==> src/rtl/game_pkg.sv <==
// Shared game types and constants: screen geometry, coordinate types,
// per-slot state encoding and default missile geometry.
package game_pkg;

  typedef logic        [9:0]  coord_t;
  typedef logic signed [10:0] scoord_t;

  localparam int SCREEN_W = 640;
  localparam int SCREEN_H = 480;

  typedef enum logic {
    IDLE = 1'b0,
    FLY  = 1'b1
  } slot_state_e;

  localparam coord_t MISSILE_SIZE = 10'd3;
  localparam coord_t MISSILE_STEP = 10'd3;

  // Zero-extend both operands so the result is a true signed difference.
  function automatic scoord_t sdiff(input coord_t a, input coord_t b);
    return scoord_t'({1'b0, a}) - scoord_t'({1'b0, b});
  endfunction

endpackage

==> src/rtl/enemy_projectile_slot.sv <==
// One enemy missile slot: IDLE/FLY state, position, player-hit and
// bottom-exit tests, and the circular pixel test for the colour mapper.
module enemy_projectile_slot
  import game_pkg::*;
#(
  parameter coord_t STEP        = MISSILE_STEP,
  parameter coord_t SIZE        = MISSILE_SIZE,
  parameter coord_t Y_MAX       = coord_t'(SCREEN_H - 1),
  parameter coord_t PLAYER_HALF = 10'd10
) (
  input  logic   Clk,
  input  logic   Reset,
  input  logic   i_frame_tick,
  input  logic   i_load,
  input  coord_t i_load_x,
  input  coord_t i_load_y,
  input  coord_t i_player_x,
  input  coord_t i_player_y,
  input  coord_t i_draw_x,
  input  coord_t i_draw_y,
  output logic   o_active,
  output logic   o_hit_now,
  output logic   o_exit_now,
  output logic   o_pix_hit
);

  slot_state_e r_state;
  coord_t      r_x, r_y;

  scoord_t w_px, w_py, w_apx, w_apy, w_dx, w_dy;
  logic signed [21:0] w_dist2, w_size2;

  assign w_px  = sdiff(r_x, i_player_x);
  assign w_py  = sdiff(r_y, i_player_y);
  assign w_apx = (w_px < 0) ? -w_px : w_px;
  assign w_apy = (w_py < 0) ? -w_py : w_py;

  assign o_active   = (r_state == FLY);
  assign o_hit_now  = o_active && (w_apx <= scoord_t'({1'b0, PLAYER_HALF}))
                               && (w_apy <= scoord_t'({1'b0, PLAYER_HALF}));
  assign o_exit_now = o_active && !o_hit_now && (r_y >= (Y_MAX - SIZE));

  // Largest |d| is 1023, so 2*d^2 still fits in 22-bit signed.
  assign w_dx      = sdiff(i_draw_x, r_x);
  assign w_dy      = sdiff(i_draw_y, r_y);
  assign w_dist2   = (22'(w_dx) * 22'(w_dx)) + (22'(w_dy) * 22'(w_dy));
  assign w_size2   = 22'(SIZE) * 22'(SIZE);
  assign o_pix_hit = o_active && (w_dist2 <= w_size2);

  // NOTE: sequential state uses non-blocking assignments only, so every
  // slot sees the same pre-tick values regardless of evaluation order.
  always_ff @(posedge Clk) begin
    if (Reset) begin
      r_state <= IDLE;
      r_x     <= '0;
      r_y     <= '0;
    end else if (i_frame_tick) begin
      case (r_state)
        IDLE: if (i_load) begin
          r_state <= FLY;
          r_x     <= i_load_x;
          r_y     <= i_load_y;
        end
        FLY: if (o_hit_now) begin
          r_state <= IDLE;
          r_x     <= '0;
          r_y     <= '0;
        end else if (o_exit_now) begin
          r_state <= IDLE;
        end else begin
          r_y <= r_y + STEP;
        end
        default: r_state <= IDLE;
      endcase
    end
  end

endmodule

==> src/rtl/enemy_projectile_pool.sv <==
// Enemy missile pool: frame edge detect, lowest-free-slot allocator, spawn
// cooldown and output reductions. Define ENEMY_PROJ_JITTER_EN to add an
// LFSR-based random extension (0..15 frames) to the spawn cooldown.
module enemy_projectile_pool
  import game_pkg::*;
#(
  parameter int     NUM_SLOTS   = 4,
  parameter coord_t STEP        = MISSILE_STEP,
  parameter coord_t SIZE        = MISSILE_SIZE,
  parameter coord_t Y_MAX       = coord_t'(SCREEN_H - 1),
  parameter coord_t PLAYER_HALF = 10'd10,
  parameter logic [7:0] FIRE_PERIOD = 8'd45
) (
  input  logic       Clk,
  input  logic       Reset,
  input  logic       frame_clk,
  input  logic       fire_req,
  input  coord_t     fire_x,
  input  coord_t     fire_y,
  output logic       fire_ack,
  input  coord_t     player_x_pos,
  input  coord_t     player_y_pos,
  input  coord_t     DrawX,
  input  coord_t     DrawY,
  output logic       is_enemy_missile,
  output logic       player_hit,
  output logic [3:0] active_count
);

  logic r_frame_clk_d, r_frame_tick;
  logic [7:0] r_cooldown;

  logic [NUM_SLOTS-1:0] w_active, w_hit, w_exit, w_pix, w_free_sel, w_next_active;
  logic       w_found, w_spawn;
  logic [7:0] w_cd_dec, w_reload;
  logic [3:0] w_next_count;

  // Lowest-index IDLE slot; states are pre-tick, so slots freed on this
  // tick are not candidates.
  // NOTE: every always_comb output gets a default first so no latch forms.
  always_comb begin
    w_free_sel = '0;
    w_found    = 1'b0;
    for (int i = 0; i < NUM_SLOTS; i++) begin
      if (!w_active[i] && !w_found) begin
        w_free_sel[i] = 1'b1;
        w_found       = 1'b1;
      end
    end
  end

  // The cooldown counts down first and gates on its new value, so spawns
  // are spaced exactly by the reload value in frames.
  assign w_cd_dec = (r_cooldown == 8'd0) ? 8'd0 : r_cooldown - 8'd1;
  assign w_spawn  = fire_req && w_found && (w_cd_dec == 8'd0);

  always_comb begin
    w_next_count = '0;
    for (int i = 0; i < NUM_SLOTS; i++) begin
      w_next_active[i] = (w_active[i] && !w_hit[i] && !w_exit[i])
                       || (w_free_sel[i] && w_spawn);
      w_next_count     = w_next_count + 4'(w_next_active[i]);
    end
  end

`ifdef ENEMY_PROJ_JITTER_EN
  logic [7:0] r_lfsr;

  always_ff @(posedge Clk) begin
    if (Reset) r_lfsr <= 8'hA5;
    else if (r_frame_tick) r_lfsr <= {r_lfsr[6:0], r_lfsr[7] ^ r_lfsr[5] ^ r_lfsr[4] ^ r_lfsr[3]};
  end

  assign w_reload = FIRE_PERIOD + {4'b0, r_lfsr[3:0]};
`else
  assign w_reload = FIRE_PERIOD;
`endif

  for (genvar g = 0; g < NUM_SLOTS; g++) begin : g_slot
    enemy_projectile_slot #(
      .STEP(STEP), .SIZE(SIZE), .Y_MAX(Y_MAX), .PLAYER_HALF(PLAYER_HALF)
    ) u_slot (
      .Clk          (Clk),
      .Reset        (Reset),
      .i_frame_tick (r_frame_tick),
      .i_load       (w_free_sel[g] && w_spawn),
      .i_load_x     (fire_x),
      .i_load_y     (fire_y),
      .i_player_x   (player_x_pos),
      .i_player_y   (player_y_pos),
      .i_draw_x     (DrawX),
      .i_draw_y     (DrawY),
      .o_active     (w_active[g]),
      .o_hit_now    (w_hit[g]),
      .o_exit_now   (w_exit[g]),
      .o_pix_hit    (w_pix[g])
    );
  end

  assign is_enemy_missile = |w_pix;

  always_ff @(posedge Clk) begin
    if (Reset) begin
      r_frame_clk_d <= 1'b0;
      r_frame_tick  <= 1'b0;
      r_cooldown    <= 8'd0;
      fire_ack      <= 1'b0;
      player_hit    <= 1'b0;
      active_count  <= 4'd0;
    end else begin
      r_frame_clk_d <= frame_clk;
      r_frame_tick  <= frame_clk && !r_frame_clk_d;
      fire_ack      <= r_frame_tick && w_spawn;
      player_hit    <= r_frame_tick && (|w_hit);
      if (r_frame_tick) begin
        r_cooldown   <= w_spawn ? w_reload : w_cd_dec;
        active_count <= w_next_count;
      end
    end
  end

endmodule
==> config.mk <==
export PLATFORM = sky130hd
export DESIGN_NAME = enemy_projectile_pool
export DESIGN_NICKNAME = d
export VERILOG_FILES = /design/src/rtl/game_pkg.sv /design/src/rtl/enemy_projectile_slot.sv /design/src/rtl/enemy_projectile_pool.sv
export SDC_FILE = /design/constraint.sdc
export NUM_CORES = 2
export LEC_CHECK = 0
export ABC_AREA = 1
export BUFFER_PORTS_ARGS = -buffer_cell sky130_fd_sc_hd__buf_2
export CORE_MARGIN = 2
export CORE_UTILIZATION = 35
export DETAILED_ROUTE_END_ITERATION = 7
export SYNTH_ARGS = -nofsm -noshare
export SYNTH_HDL_FRONTEND = slang
export SYNTH_HIERARCHICAL = 1
export SYNTH_SLANG_ARGS = --single-unit
==> constraint.sdc <==
create_clock -name Clk -period 15.6 [get_ports Clk]
set_input_delay 2.34 -clock Clk [delete_from_list [all_inputs] [get_ports Clk]]
set_output_delay 2.34 -clock Clk [all_outputs]
set_load 0.02 [all_outputs]
==> impl_metrics.tcl <==
set metrics [dict create \
    seq_area_frac_synth_pct 3.959 \
    antenna_left 0 \
    status "complete, no violations" \
    final_core_util_pct 37.25 \
    core_um2 141800 \
    die_w_um 382.2 \
    regToRegEndpoint "active_count[1]" \
    areaGrowthSynthToFinish_pct 5.471 \
    grt_pass1_vias 40830 \
    fin_crit_ns 14.42 \
    fin_nets 8245 \
    period_share_pct 92.43 \
    fillers 14870 \
    rsz0062_at_grt "false" \
    r2r_start "g_slot[3].u_slot/r_x[0]" \
    fin_hold_ws_ns 0.4064 \
    clock-skew-final_ns 0.01998 \
    r2r_setup_slack_ns 10.46 \
    critical_path.endpoint_type "output pin" \
    most-common-layout-cells "inv_1 (1,873), nand2_1 (1,139), fa_1 (957)" \
    cap_violations 0 \
    gp_congestion 0.9165 \
    synthFlopType "dfxtp_1" \
    crit_slowest_cell "fa_1" \
    drt-total-wl_um 129400 \
    grt_overflow 0 \
    clockBufferDepth 2 \
    layout.cells.non_filler 8599 \
    min_from "r_frame_clk_d" \
    cts_buffers 9 \
    grt_use_total_pct 18.14 \
    initial_utilization_pct 35.31 \
    wl_per_cell_um 15.05 \
    drt_iter0_drc 2690 \
    drc_errors 0 \
    max_slew.worst_pin.slew_ns 1.204 \
    synth_cells 6685 \
    antenna_found_initial 10 \
    multi_input_area_um2 40420 \
    grt_max_degree 50 \
    placed_cells 8578 \
    cp-start-kind "primary input" \
    crit_arrival_ns 12.08 \
    critPathMaxStageDelay_ns 0.89 \
    hpwl_um 114400 \
    portBuffers 69 \
    clk_latency_ns 0.41 \
    ctsHoldBuffers 0 \
    ys_types 58 \
    netlist_area_um2 50060 \
    min_path_cells 1 \
    async_flop_share_pct 0 \
    max_freq_ghz 0.06935 \
    synth_warnings 6 \
    cts_setup_buffers 0 \
    seq_area_um2 1983 \
    hold_violations 0 \
    synth-seq-cells 99 \
    dieArea_um2 146100 \
    cp_max_fo 20 \
    ctsResizeCount 0 \
    htreeDepth 3 \
    syn_nets 8231 \
    num_rows 138 \
    tns_ns 0 \
    setup_viol 0 \
    avgSynthCellArea_um2 7.489 \
    slew_viol_final 0 \
    min_path_type "reg2reg" \
    synth-edff-count 0 \
    crit_path_start "DrawX[3]" \
    hold_end "r_frame_tick" \
    cts_root_buf "clkbuf_16" \
    dieHeight_um 382.2 \
    path_clk_slew_ns 0.08 \
    slew_headroom_pct 19.17 \
    cp.required_ns 13.26 \
    first_pass_iters 8 \
    critPathKind "in2out" \
    vias_per_cell 4.688 \
    mostFrequentLayoutCell "inv_1" \
    cts_sinks 99 \
    drive_above_1_share_pct 4.102 \
    num_vias 40310 \
    r2r_cells 26 \
    grt_first_pass_wirelength_um 211700 \
    cts_tree "yes" \
    num_io_pins 71 \
]
## synth_stat cells, drive strengths merged (3+ instances only)
library cell	n	area, um2
or2	50	312.8
nand2	1170	4474
o211ai	6	45.04
nand3b	32	240.2
xnor2	82	733.2
and2	3	18.77
a21o	18	135.1
fa	957	19160
nor3b	5	37.54
clkbuf	47	176.4
dfxtp	99	1982
ha	525	6569
nand3	275	1476
o21ai	114	574.3
a31oi	21	131.4
o31ai	7	52.55
a21oi	211	1094
nor3	39	200.2
nand4	64	400.4
nor2	815	3139
o2111a	3	33.78
o21bai	26	202.7
a21boi	4	30.03
clkinv	7	26.28
xor2	133	1172
inv	1904	7147
buf	44	315.3
o21a	8	60.06
## area by class of cell
cell class / instances / area share (%)
inverters: 1911 / 13.59
clock inverters: 5 / 0.1256
repair buffers: 94 / 1.009
well taps: 1890 / 4.479
flip-flops and latches: 99 / 3.756
multi-input cells: 4584 / 76.54
clock buffers: 11 / 0.4787
diodes: 5 / 0.02370
## metrics by stage
| stage | setup WS, ns | cell area, um2 |
|---|---|---|
| floorplan | 2.523 | 50060 |
| global placement | 1.373 | 52470 |
| detailed placement | 1.270 | 52470 |
| CTS | 1.220 | 52790 |
| global route | 0.4364 | 52790 |
| finish | 1.181 | 52800 |
## critical path, delay by kind of cell
kind	cells	cell delay, ns
AO/OA/AOI/OAI	6	0.73
XOR/XNOR	1	0.06
adder cells (fa/ha/maj)	9	4.67
buffers and inverters	9	1.33
AND/OR/NAND/NOR	18	2.91
## worst max path at each step
stage	end	slack [ns]	cells past startpoint
after global routing	is_enemy_missile	0.44	43
after CTS	is_enemy_missile	1.22	43
after detailed placement	is_enemy_missile	1.27	43
final	is_enemy_missile	1.18	43
after global placement	is_enemy_missile	1.37	40
after floorplan	is_enemy_missile	2.52	42
## per-layer routing
metal	share of wire [%]	global-route usage [%]	vias up
li1	-	-	19660
met1	46	25.73	19680
met3	6.1	2.657	84
met2	47	30.06	879
met5	0.044	0	-
met4	1.2	2.100	10
## registers in the layout, summed over array words and instances (netlist names)
signal	count
active_count	3
fire_ack	1
g_slot.u_slot/o_active	4
g_slot.u_slot/r_x	40
g_slot.u_slot/r_y	40
player_hit	1
r_cooldown	8
r_frame_clk_d	1
r_frame_tick	1
## cells by family after synthesis
kind of cell / synth area share (%)
and+or+nand+nor: 20.67
buffers and inverters: 15.31
adders and majority gates: 51.39
AOI/OAI and AO/OA: 4.851
xor gates and xnor gates: 3.806
DFF: 3.959
other: 0.007491
Power is left out: the tool's default activity adds up to more than one toggle a clock period on the data nets, which glitch-free logic cannot reach.
